$ cat src/rtl/aes_enc_round_ctrl.sv
// AES-128 encryption round sequencer: steps the round/round-key index 0..NR for
// one block per start handshake and holds the finished result until taken.
module aes_enc_round_ctrl #(
  parameter int NR = 10,
  parameter int RW = 4,
  parameter int CW = 16
) (
  input  logic          clock,
  input  logic          reset,
  input  logic          start,
  input  logic          abort,
  input  logic          out_ready,
  output logic          in_ready,
  output logic [RW-1:0] round,
  output logic          sel_init,
  output logic          sel_final,
  output logic          state_we,
  output logic          busy,
  output logic          out_valid,
  output logic [CW-1:0] block_count,
  output logic [2:0]    dbg_state
);

  typedef enum logic [2:0] {
    S_IDLE  = 3'd0,
    S_INIT  = 3'd1,
    S_ROUND = 3'd2,
    S_FINAL = 3'd3,
    S_DONE  = 3'd4
  } state_e;

  localparam logic [RW-1:0] ROUND_LAST = RW'(NR);
  localparam logic [RW-1:0] ROUND_MID_END = RW'(NR - 1);

  state_e        state_q, state_d;
  logic [RW-1:0] round_q, round_d;
  logic [CW-1:0] count_q, count_d;

  logic in_ready_q, sel_init_q, sel_final_q, state_we_q, busy_q, out_valid_q;

  // Handshakes: a block is accepted on the edge where start=1 and in_ready=1;
  // the result is taken on the edge where out_valid=1 and out_ready=1. abort
  // beats both, so an aborted result is never counted.
  always_comb begin
    state_d = state_q;
    round_d = round_q;
    count_d = count_q;
    case (state_q)
      S_IDLE: begin
        round_d = '0;
        if (start && !abort) begin
          state_d = S_INIT;
        end
      end
      S_INIT: begin
        round_d = RW'(1);
        state_d = (NR == 1) ? S_FINAL : S_ROUND;
      end
      S_ROUND: begin
        if (round_q == ROUND_MID_END) begin
          state_d = S_FINAL;
          round_d = ROUND_LAST;
        end else begin
          round_d = round_q + RW'(1);
        end
      end
      S_FINAL: begin
        state_d = S_DONE;
        round_d = ROUND_LAST;
      end
      S_DONE: begin
        if (out_ready) begin
          state_d = S_IDLE;
          round_d = '0;
          count_d = count_q + CW'(1);
        end
      end
      default: begin
        state_d = S_IDLE;
        round_d = '0;
      end
    endcase
    if (abort && state_q != S_IDLE) begin
      state_d = S_IDLE;
      round_d = '0;
      count_d = count_q;
    end
  end

  // Outputs are registered from the next state so they line up with state_q.
  always_ff @(posedge clock or negedge reset) begin
    if (!reset) begin
      state_q     <= S_IDLE;
      round_q     <= '0;
      count_q     <= '0;
      in_ready_q  <= 1'b1;
      sel_init_q  <= 1'b0;
      sel_final_q <= 1'b0;
      state_we_q  <= 1'b0;
      busy_q      <= 1'b0;
      out_valid_q <= 1'b0;
    end else begin
      state_q     <= state_d;
      round_q     <= round_d;
      count_q     <= count_d;
      in_ready_q  <= (state_d == S_IDLE);
      sel_init_q  <= (state_d == S_INIT);
      sel_final_q <= (state_d == S_FINAL);
      state_we_q  <= (state_d == S_INIT) || (state_d == S_ROUND) || (state_d == S_FINAL);
      busy_q      <= (state_d != S_IDLE);
      out_valid_q <= (state_d == S_DONE);
    end
  end

  assign in_ready    = in_ready_q;
  assign round       = round_q;
  assign sel_init    = sel_init_q;
  assign sel_final   = sel_final_q;
  assign state_we    = state_we_q;
  assign busy        = busy_q;
  assign out_valid   = out_valid_q;
  assign block_count = count_q;
  assign dbg_state   = state_q;

endmodule

$ cat config.mk
export PLATFORM = sky130hd
export DESIGN_NAME = aes_enc_round_ctrl
export DESIGN_NICKNAME = d
export VERILOG_FILES = /design/src/rtl/aes_enc_round_ctrl.sv
export SDC_FILE = /design/constraint.sdc
export NUM_CORES = 1
export LEC_CHECK = 0
export ABC_AREA = 1
export CAP_MARGIN = 20
export CORE_UTILIZATION = 45
export CTS_CLUSTER_DIAMETER = 50
export CTS_CLUSTER_SIZE = 30
export DETAILED_ROUTE_END_ITERATION = 16
export GPL_TIMING_DRIVEN = 0
export PLACE_DENSITY = 0.78
export SYNTH_ARGS = -nofsm -noshare
export SYNTH_HDL_FRONTEND = slang
export SYNTH_SLANG_ARGS = --single-unit
$ cat constraint.sdc
create_clock -name clock -period 2.1 [get_ports clock]
set_clock_uncertainty 0.15 [all_clocks]
set_input_delay 0.63 -clock clock [delete_from_list [all_inputs] [get_ports clock]]
set_output_delay 0.63 -clock clock [all_outputs]
set_load 0.01 [all_outputs]
After elaboration in Yosys (flattened, before gate mapping):

Cells that the tools add are included.

* $add $sub $neg: 2
* eq/ne operators: 10
* muxes and demuxes: 9
* bitwise logic cells: 1
* reductions and logical operators: 10

Operator list (count)
* adder 16 x 1 -> 16 bit (second input constant): 1
* case mux 4 bit (4 select lines): 1
* case mux 3 bit (5 select lines): 1
* == test 3 x 2 -> 1 bit (second input constant): 4
* two-way mux 3 bit: 4
* two-way mux 4 bit: 3
* == test 3 x 1 -> 1 bit (second input constant): 2
* == test 3 bit (second input constant): 2
* zero test 3 bit: 2
* nonzero test 3 bit: 2
* adder 4 x 1 -> 4 bit (second input constant): 1
* == test 4 bit (second input constant): 1
* inequality test 3 bit (second input constant): 1
* AND reduction 3 bit: 1
* logical AND 1 bit: 2
* logical OR 1 bit: 2
* zero test 1 bit: 1
* NOT 1 bit: 1

* register bits: 29
* output and inout bits: 29

Depth between registers and ports, before layout:

Gate-level depths: netlist of the first run.

* word-level depth: 8
* depth in mapped cells: 9
* depth with buffers taken out: 9

Worst setup path before layout of the first run:

No wires, ideal clock.

* kind: input -> register
* start point: input abort
* end point: register count_q[13] (netlist: block_count[13])
* arrival time: 1239 ps
* required time: 1833 ps
* slack: 594 ps
* cell stages on the path: 6
* buffers on the path: 0
* path through: inv_1 > nand4_2 > nor2_2 > nand3_1 > nand2_1 > nand2_1

* cells in the longest elaborated chain, start to end: 3

RTL lines
* start, declared: RTL line 11 `input logic abort,`
* logical AND 1 bit: RTL line 83 `if (abort && state_q != S_IDLE) begin`
* NOT 1 bit (no line)
* AND reduction 3 bit (no line)
* end signal, assigned: RTL line 105 `count_q <= count_d;`
* end, declared: RTL line 37 `logic [CW-1:0] count_q, count_d;`

No other way between the ends.
A chain may end at the register's enable or synchronous reset.

Final worst setup path of the first run:

* start point: register count_q[0] (netlist: block_count[0])
* end point: output block_count[0]

RTL lines
* end, declared: RTL line 20 `output logic [CW-1:0] block_count,`

No word-level cell between the ends.

==> results of run 1 <==
[Yosys cell counts, drive strengths merged]
master / count
nand4: 7
o21ai: 6
nor2: 25
dfstp: 1
dfrtp: 28
inv: 27
nand2: 61
ha: 3
nor3: 2
nand3: 14
xnor2: 4
nand3b: 1
a21oi: 1
xor2: 3
o22ai: 1
[metrics by stage]
stage / hold WS, ps / instance area [sq um] / power, mW / setup slack, ps
floorplan: 184 / 1470 / 0.724 / 594
global placement: 340 / 1850 / 0.830 / -219
CTS: 383 / 2060 / 1.27 / 2.12
finish: 369 / 2080 / 1.26 / 68.9
global route: 400 / 2080 / 1.32 / 3.42
detailed placement: 360 / 1880 / 0.841 / -57.2
[layout make-up]
cell class / count / area share, %
flip-flops and latches: 29 / 35.2
clock inverters: 1 / 0.240
well taps: 44 / 2.64
repair buffers: 49 / 23.3
multi-input cells: 128 / 30.6
clock buffers: 7 / 3.12
inverters: 27 / 4.87
[logic make-up (layout without fill, tap and decap cells)]
group / after synthesis / count (layout) / share of synthesized area (%)
AOI/OAI and AO/OA: 8 / 8 / 2.82
DFF: 29 / 29 / 49.6
and+or+nand+nor: 110 / 110 / 34.0
buffers and inverters: 27 / 84 / 6.91
xor gates and xnor gates: 7 / 7 / 4.18
adders and majority gates: 3 / 3 / 2.56
[routing by layer]
layer / wire [microns] / share of wire [%] / track usage [%]
met1: 1480 / 46 / 25.5
met3: 174 / 5.4 / 8.95
met2: 1520 / 47 / 33.4
met5: 0 / 0 / 0
met4: 43 / 1.3 / 8.16
[path summary, 6_finish.rpt]
path,from,endpoint,cells after the start
worst max-delay path,block_count[0],block_count[0],1
worst min-delay path,block_count[12],block_count[12],2
worst max register to register,dbg_state[1],block_count[13],7
worst min register to register,block_count[12],block_count[12],2
max in group asynchronous,reset,in_ready,2
min in group asynchronous,reset,block_count[3],1
[power by group through the flow]
| stage | Sequential (mW) | Clock, mW | Combinational (mW) |
|---|---|---|---|
| 2_1_floorplan | 0.655 | 0 | 0.0683 |
| 3_3_place_gp | 0.644 | 0 | 0.185 |
| 3_5_place_dp | 0.643 | 0 | 0.198 |
| 4_1_cts | 0.614 | 0.410 | 0.248 |
| 5_1_grt | 0.619 | 0.435 | 0.271 |
| 6_report | 0.616 | 0.394 | 0.247 |
[registers in the layout, summed over array words and instances, names as in the netlist]
register	flops
round	4
busy	1
dbg_state	3
out_valid	1
in_ready	1
sel_final	1
state_we	1
sel_init	1
block_count	16
[what timing repair did]
item                                    4_1_cts  5_1_grt
hold buffers                                  0        0
setup buffers                                15        0
hold endpoints to repair                      0        0
resized for setup                             8        7
endpoints found under the setup margin       18        7
==> impl_metrics.json, run 1 <==
{
  "die_area_sq_um": 3490,
  "num-fill-cells": 268,
  "die_y_microns": 59.1,
  "ctsRootBufferMaster": "clkbuf_4",
  "p_seq_share_pct": 49.0,
  "ys_seq_area_share_pct": 49.6,
  "final_common_cell": "nand2_1",
  "relSlewSlack_pct": 60.9,
  "status": "finished clean",
  "final_cell_mix": "nand2_1, inv_1, dfrtp_1, clkdlybuf4s50_1, nor2_1",
  "crit_family": "buffers and inverters",
  "ys_warn_count": 0,
  "cts_tree": "yes",
  "synth-seq-cells": 29,
  "core.rowCount": 20,
  "syn_avg_cell_area_sq_um": 7.97,
  "numPortBuffers": 33,
  "maxCapViolations": 0,
  "core-area_sq_um": 3080,
  "cp-end-kind": "primary output",
  "ir_worst_vdd_mv": 0.438,
  "worstPathCellList": "clkdlybuf4s50_1",
  "switching_share_pct": 27.7,
  "regArea_sq_um": 733,
  "finalSetupViolCount": 0,
  "p_int_uw": 909,
  "rsz0062_at_grt": "no",
  "combinationalPowerShare_pct": 19.6,
  "power_density_nw_per_um2": 604,
  "tightest_slew_ps": 585,
  "n_antenna_cell": 0,
  "wirelength_mm": 3.23,
  "synth.largest_area_cell": "dfrtp_1",
  "cts_sinks": 29,
  "io_pins": 34,
  "htreeDepth": 2,
  "stdcell_count": 285,
  "critPathKind": "reg -> out",
  "drc": 0,
  "globalplace.congestion": 0.756,
  "drt_first_pass_iters": 5,
  "finalCritPeriodShare_pct": 96.7,
  "reg2reg_slack_ps": 490,
  "vias_per_cell": 4.74,
  "synth_area_leaders": "dfrtp_1, nand2_1, inv_1",
  "grt_pass1_vias": 1214,
  "crit_arrival_ps": 1250,
  "wire_per_inst_microns": 11.3,
  "path_buf_inv": 1,
  "synthDistinctLibCells": 20,
  "final_hold_viol_count": 0,
  "antenna_found_initial": 0,
  "fp.dieW_microns": 59.1,
  "fin_nets": 248,
  "synth_cells": 184,
  "yosys.area.top_type_share_pct": 47.8,
  "drive_above_1_share_pct": 17.4,
  "grt_max_degree": 20,
  "cts_buffer_depth": 2,
  "slowest_delay_ps": 540,
  "period_minus_slack_ps": 2030,
  "maxSlewViolCount": 0,
  "multi_input_area_sq_um": 638,
  "vias": 1350,
  "clkPwrFrac_pct": 31.4,
  "setup_tns_ps": 0,
  "grt.total_usage_pct": 21.1,
  "grt_overflow_total": 0,
  "drt_iter0_drc": 55,
  "start_util_pct": 47.6,
  "fin_util_pct": 67.6,
  "grt_pass1_wl_mm": 5.32,
  "dp_hpwl_mm": 2.23,
  "power.switching_uw": 348,
  "ant_nets": 0,
  "cp_slowest_cell": "clkdlybuf4s50_1",
  "clk_pin_slew_ps": 100,
  "placed_cells": 262,
  "crit_path_start_kind": "flop",
  "synth_fp_nets": 192,
  "max_freq_ghz": 0.492,
  "area_growth_pct": 42.0,
  "synth_area_sq_um": 1470,
  "p_leak_nw": 1.13,
  "clk_latency_ps": 330,
  "crit_fanout": 2,
  "hp-class": "reg -> reg",
  "critPathRequiredTime_ps": 1320,
  "cts_buffers": 5
}
No activity file was read; power rests on OpenSTA's default activity.
==> run 2: changes to the inputs <==
--- a/config.mk
+++ b/config.mk
@@ -7,12 +7,12 @@
 export LEC_CHECK = 0
 export ABC_AREA = 1
 export CAP_MARGIN = 20
-export CORE_UTILIZATION = 45
+export CORE_UTILIZATION = 53
 export CTS_CLUSTER_DIAMETER = 50
 export CTS_CLUSTER_SIZE = 30
 export DETAILED_ROUTE_END_ITERATION = 16
 export GPL_TIMING_DRIVEN = 0
-export PLACE_DENSITY = 0.78
+export PLACE_DENSITY = 0.89
 export SYNTH_ARGS = -nofsm -noshare
 export SYNTH_HDL_FRONTEND = slang
 export SYNTH_SLANG_ARGS = --single-unit
==> impl_metrics.json, run 2 (synthesis results as in run 1) <==
{
  "whs_endpoint": "block_count[13]",
  "clk_latency_ps": 350,
  "largest_reg_flops": 16,
  "power_density_nw_per_um2": 651,
  "cts_sinks": 29,
  "finalCritPeriodShare_pct": 99.0,
  "period_minus_slack_ps": 2080,
  "reg2reg_slack_ps": 460,
  "grt_max_degree": 19,
  "wire_per_inst_microns": 13.9,
  "antenna_found_initial": 0,
  "fin_util_pct": 81.6,
  "stdcell_count": 272,
  "ff2ff_path_depth": 10,
  "reg2reg_to": "in_ready",
  "critPathKind": "reg -> out",
  "grt_overflow_total": 0,
  "path_buf_inv": 1,
  "dp_hpwl_mm": 2.51,
  "io_pins": 34,
  "drt_iter0_drc": 47,
  "power_mw": 1.35,
  "crit_arrival_ps": 1300,
  "crit_fanout": 2,
  "vias": 1455,
  "ant_nets": 0,
  "maxSlewViolCount": 0,
  "ctsRootBufferMaster": "clkbuf_4",
  "area_growth_pct": 41.6,
  "clk_pin_slew_ps": 100,
  "slowest_delay_ps": 550,
  "start_util_pct": 57.6,
  "final_hold_viol_count": 0,
  "final_cell_mix": "nand2_1, inv_1, clkdlybuf4s50_1, dfrtp_1, nor2_1",
  "vias_per_cell": 5.35,
  "crit_cells": 1,
  "rsz0062_at_grt": "no",
  "cts_hold_buf": 0,
  "die_y_microns": 54.6,
  "p_leak_nw": 1.08,
  "drive_above_1_share_pct": 18.6,
  "cp_slowest_cell": "clkdlybuf4s50_1",
  "drc": 0,
  "worstPathCellList": "clkdlybuf4s50_1",
  "crit_path_start_kind": "flop",
  "setup_tns_ps": 0,
  "cts_buffers": 5,
  "status": "finished clean",
  "ir_worst_vdd_mv": 0.907,
  "cts_tree": "yes",
  "final_common_cell": "nand2_1",
  "whs_ps": 375,
  "crit_family": "buffers and inverters",
  "grt_pass1_wl_mm": 6.03,
  "globalplace.congestion": 0.853,
  "finalSetupViolCount": 0,
  "cts_buffer_depth": 2,
  "reg2reg_from": "round[1]",
  "min_path_cells": 2,
  "num-fill-cells": 156,
  "relSlewSlack_pct": 56.3,
  "max_freq_ghz": 0.481,
  "placed_cells": 248,
  "maxCapViolations": 0,
  "core.rowCount": 18,
  "min-delay-start": "block_count[13]",
  "n_antenna_cell": 0,
  "fp.dieW_microns": 54.6,
  "numPortBuffers": 33,
  "grt.total_usage_pct": 29.6,
  "core-area_sq_um": 2540,
  "drt_first_pass_iters": 4,
  "wirelength_mm": 3.77,
  "cp-end-kind": "primary output",
  "die_area_sq_um": 2980,
  "htreeDepth": 2,
  "critPathRequiredTime_ps": 1320,
  "tightest_slew_ps": 653,
  "fin_nets": 249,
  "hp-class": "reg -> reg",
  "grt_pass1_vias": 1385
}
[run 2: repair_timing]
action,4_1_cts,5_1_grt
setup endpoints to repair,18,5
resized for setup,11,3
buffers inserted,14,2
[run 2: through the flow]
step | cell area [sq um] | worst slack [ps]
finish | 2080 | 21.4
global placement | 1830 | -168
CTS | 2050 | 11.5
detailed placement | 1860 | -70.4
global route | 2080 | 0.438
floorplan | 1470 | 594
[run 2: worst max path at each step]
stage | slack, ps | startpoint | to
floorplan | 590 | abort | block_count[13]
global route | 0.4 | block_count[13] | block_count[13]
global placement | -170 | reset | block_count[12]
CTS | 10 | block_count[4] | block_count[4]
finish | 20 | block_count[1] | block_count[1]
detailed placement | -70 | abort | block_count[13]
[run 2: routing by layer]
layer  wire length, microns  track usage (%)
met5                      0                0
met4                    110             14.1
met3                    225             9.17
met2                   1890             49.4
met1                   1540             34.1
[run 2: area by class of cell]
cell class | instances | area [sq um] | area share (%)
clock inverters | 3 | 46.3 | 2.23
clock buffers | 5 | 37.5 | 1.81
flip-flops and latches | 29 | 736 | 35.4
repair buffers | 50 | 480 | 23.1
inverters | 27 | 101 | 4.88
multi-input cells | 128 | 638 | 30.7
well taps | 30 | 37.5 | 1.81
[run 2: where the power goes]
group / total, mW / switching [mW] / internal, mW
Sequential: 0.625 / 0.0271 / 0.598
Combinational: 0.251 / 0.132 / 0.118
Clock: 0.476 / 0.224 / 0.252
==> run 3: changes to the inputs <==
--- a/config.mk
+++ b/config.mk
@@ -7,8 +7,8 @@
 export LEC_CHECK = 0
 export ABC_AREA = 1
 export CAP_MARGIN = 20
+export CORE_MARGIN = 1.5
 export CORE_UTILIZATION = 53
-export CTS_CLUSTER_DIAMETER = 50
 export CTS_CLUSTER_SIZE = 30
 export DETAILED_ROUTE_END_ITERATION = 16
 export GPL_TIMING_DRIVEN = 0
==> impl_metrics.json, run 3 (synthesis results as in run 1) <==
{
  "status": "finished clean",
  "grt_max_degree": 18,
  "tightest_slew_ps": 786,
  "grt_pass1_vias": 1387,
  "crit_fanout": 4,
  "setup_tns_ps": 0,
  "cts_buffers": 5,
  "fin_util_pct": 83.3,
  "crit_path_start_kind": "flop",
  "area_growth_pct": 44.6,
  "switching_share_pct": 24.9,
  "final_hold_viol_count": 0,
  "antenna_found_initial": 0,
  "die_area_sq_um": 3090,
  "numPortBuffers": 33,
  "io_pins": 34,
  "start_util_pct": 57.6,
  "worstPathCellList": "clkdlybuf4s50_1",
  "maxCapViolations": 0,
  "core-area_sq_um": 2540,
  "rsz0062_at_grt": "no",
  "max_freq_ghz": 0.486,
  "clk_latency_ps": 330,
  "p_int_mw": 1.09,
  "relSlewSlack_pct": 47.4,
  "maxSlewViolCount": 0,
  "stdcell_count": 277,
  "vias": 1446,
  "vias_per_cell": 5.22,
  "globalplace.congestion": 0.838,
  "drt_iter0_drc": 55,
  "crit_arrival_ps": 1280,
  "placed_cells": 248,
  "ctsRootBufferMaster": "clkbuf_4",
  "ir_worst_vdd_mv": 0.672,
  "cts_buffer_depth": 2,
  "die_y_microns": 55.6,
  "crit_family": "buffers and inverters",
  "n_antenna_cell": 0,
  "dp_hpwl_mm": 2.41,
  "power_density_nw_per_um2": 681,
  "clk_pin_slew_ps": 90,
  "critPathKind": "reg -> out",
  "htreeDepth": 2,
  "drc": 0,
  "cts_hold_buf": 0,
  "wire_per_inst_microns": 13.3,
  "period_minus_slack_ps": 2060,
  "path_buf_inv": 1,
  "fin_ws_ps": 44.2,
  "cp-end-kind": "primary output",
  "combinationalPowerShare_pct": 17.1,
  "grt.total_usage_pct": 25.2,
  "clkPwrFrac_pct": 39.7,
  "p_seq_share_pct": 43.2,
  "critPathRequiredTime_ps": 1320,
  "fin_nets": 254,
  "power_mw": 1.44,
  "grt_pass1_wl_mm": 6.15,
  "drt_first_pass_iters": 4,
  "wirelength_mm": 3.68,
  "finalSetupViolCount": 0,
  "largest_reg_flops": 16,
  "pre_cts_ws_ps": -35.7,
  "power.switching_uw": 359,
  "drive_above_1_share_pct": 20.2,
  "slowest_delay_ps": 550,
  "grt_overflow_total": 0,
  "cts_tree": "yes",
  "core.rowCount": 18,
  "cts_sinks": 29,
  "cp_slowest_cell": "clkdlybuf4s50_1",
  "hp-class": "reg -> reg",
  "finalCritPeriodShare_pct": 97.9,
  "final_common_cell": "nand2_1",
  "ant_nets": 0,
  "fp.dieW_microns": 55.6,
  "final_cell_mix": "nand2_1, inv_1, clkdlybuf4s50_1, dfrtp_1, buf_4",
  "p_leak_nw": 1.10
}
run 3: worst paths after layout:
kind	from	to	slack (ps)	cells after the start
min	block_count[13]	block_count[13]	360	2
min in group asynchronous	reset	busy	600	1
min reg2reg	block_count[13]	block_count[13]	360	2
max	block_count[14]	block_count[14]	40	1
max reg2reg	round[1]	in_ready	440	10
max in group asynchronous	reset	dbg_state[2]	630	2
run 3: layout make-up:
cell class,count,area (sq um)
sequential,29,736
multi-input combinational,128,638
timing repair buffer,55,505
fill,147,424
inverter,27,101
clock inverter,3,65.1
clock buffer,5,37.5
tap,30,37.5
run 3: power groups by stage:
stage | clock (mW) | combinational, mW | sequential, mW
after floorplan | 0 | 0.0683 | 0.655
after global placement | 0 | 0.184 | 0.642
after detailed placement | 0 | 0.197 | 0.645
after CTS | 0.578 | 0.232 | 0.625
after global routing | 0.603 | 0.273 | 0.627
final | 0.574 | 0.247 | 0.624
run 3: what timing repair did:
item,in CTS,in global routing
gates cloned,0,0
buffers inserted,9,12
gates resized for setup,11,3
endpoints found under the setup margin,15,10
run 3: routing by layer:
layer / track usage (%) / share of wire [%] / vias up
met5: 0 / 0 / -
met4: 11.8 / 2.5 / 0
met3: 6.05 / 6.1 / 13
met2: 40.0 / 49 / 59
met1: 32.7 / 42 / 671
li1: - / - / 703
run 3: per-stage QoR:
step / hold WS, ps / instance area, sq um
2_1_floorplan: 184 / 1470
3_3_place_gp: 325 / 1830
3_5_place_dp: 346 / 1850
4_1_cts: 368 / 2020
5_1_grt: 408 / 2120
6_report: 356 / 2120
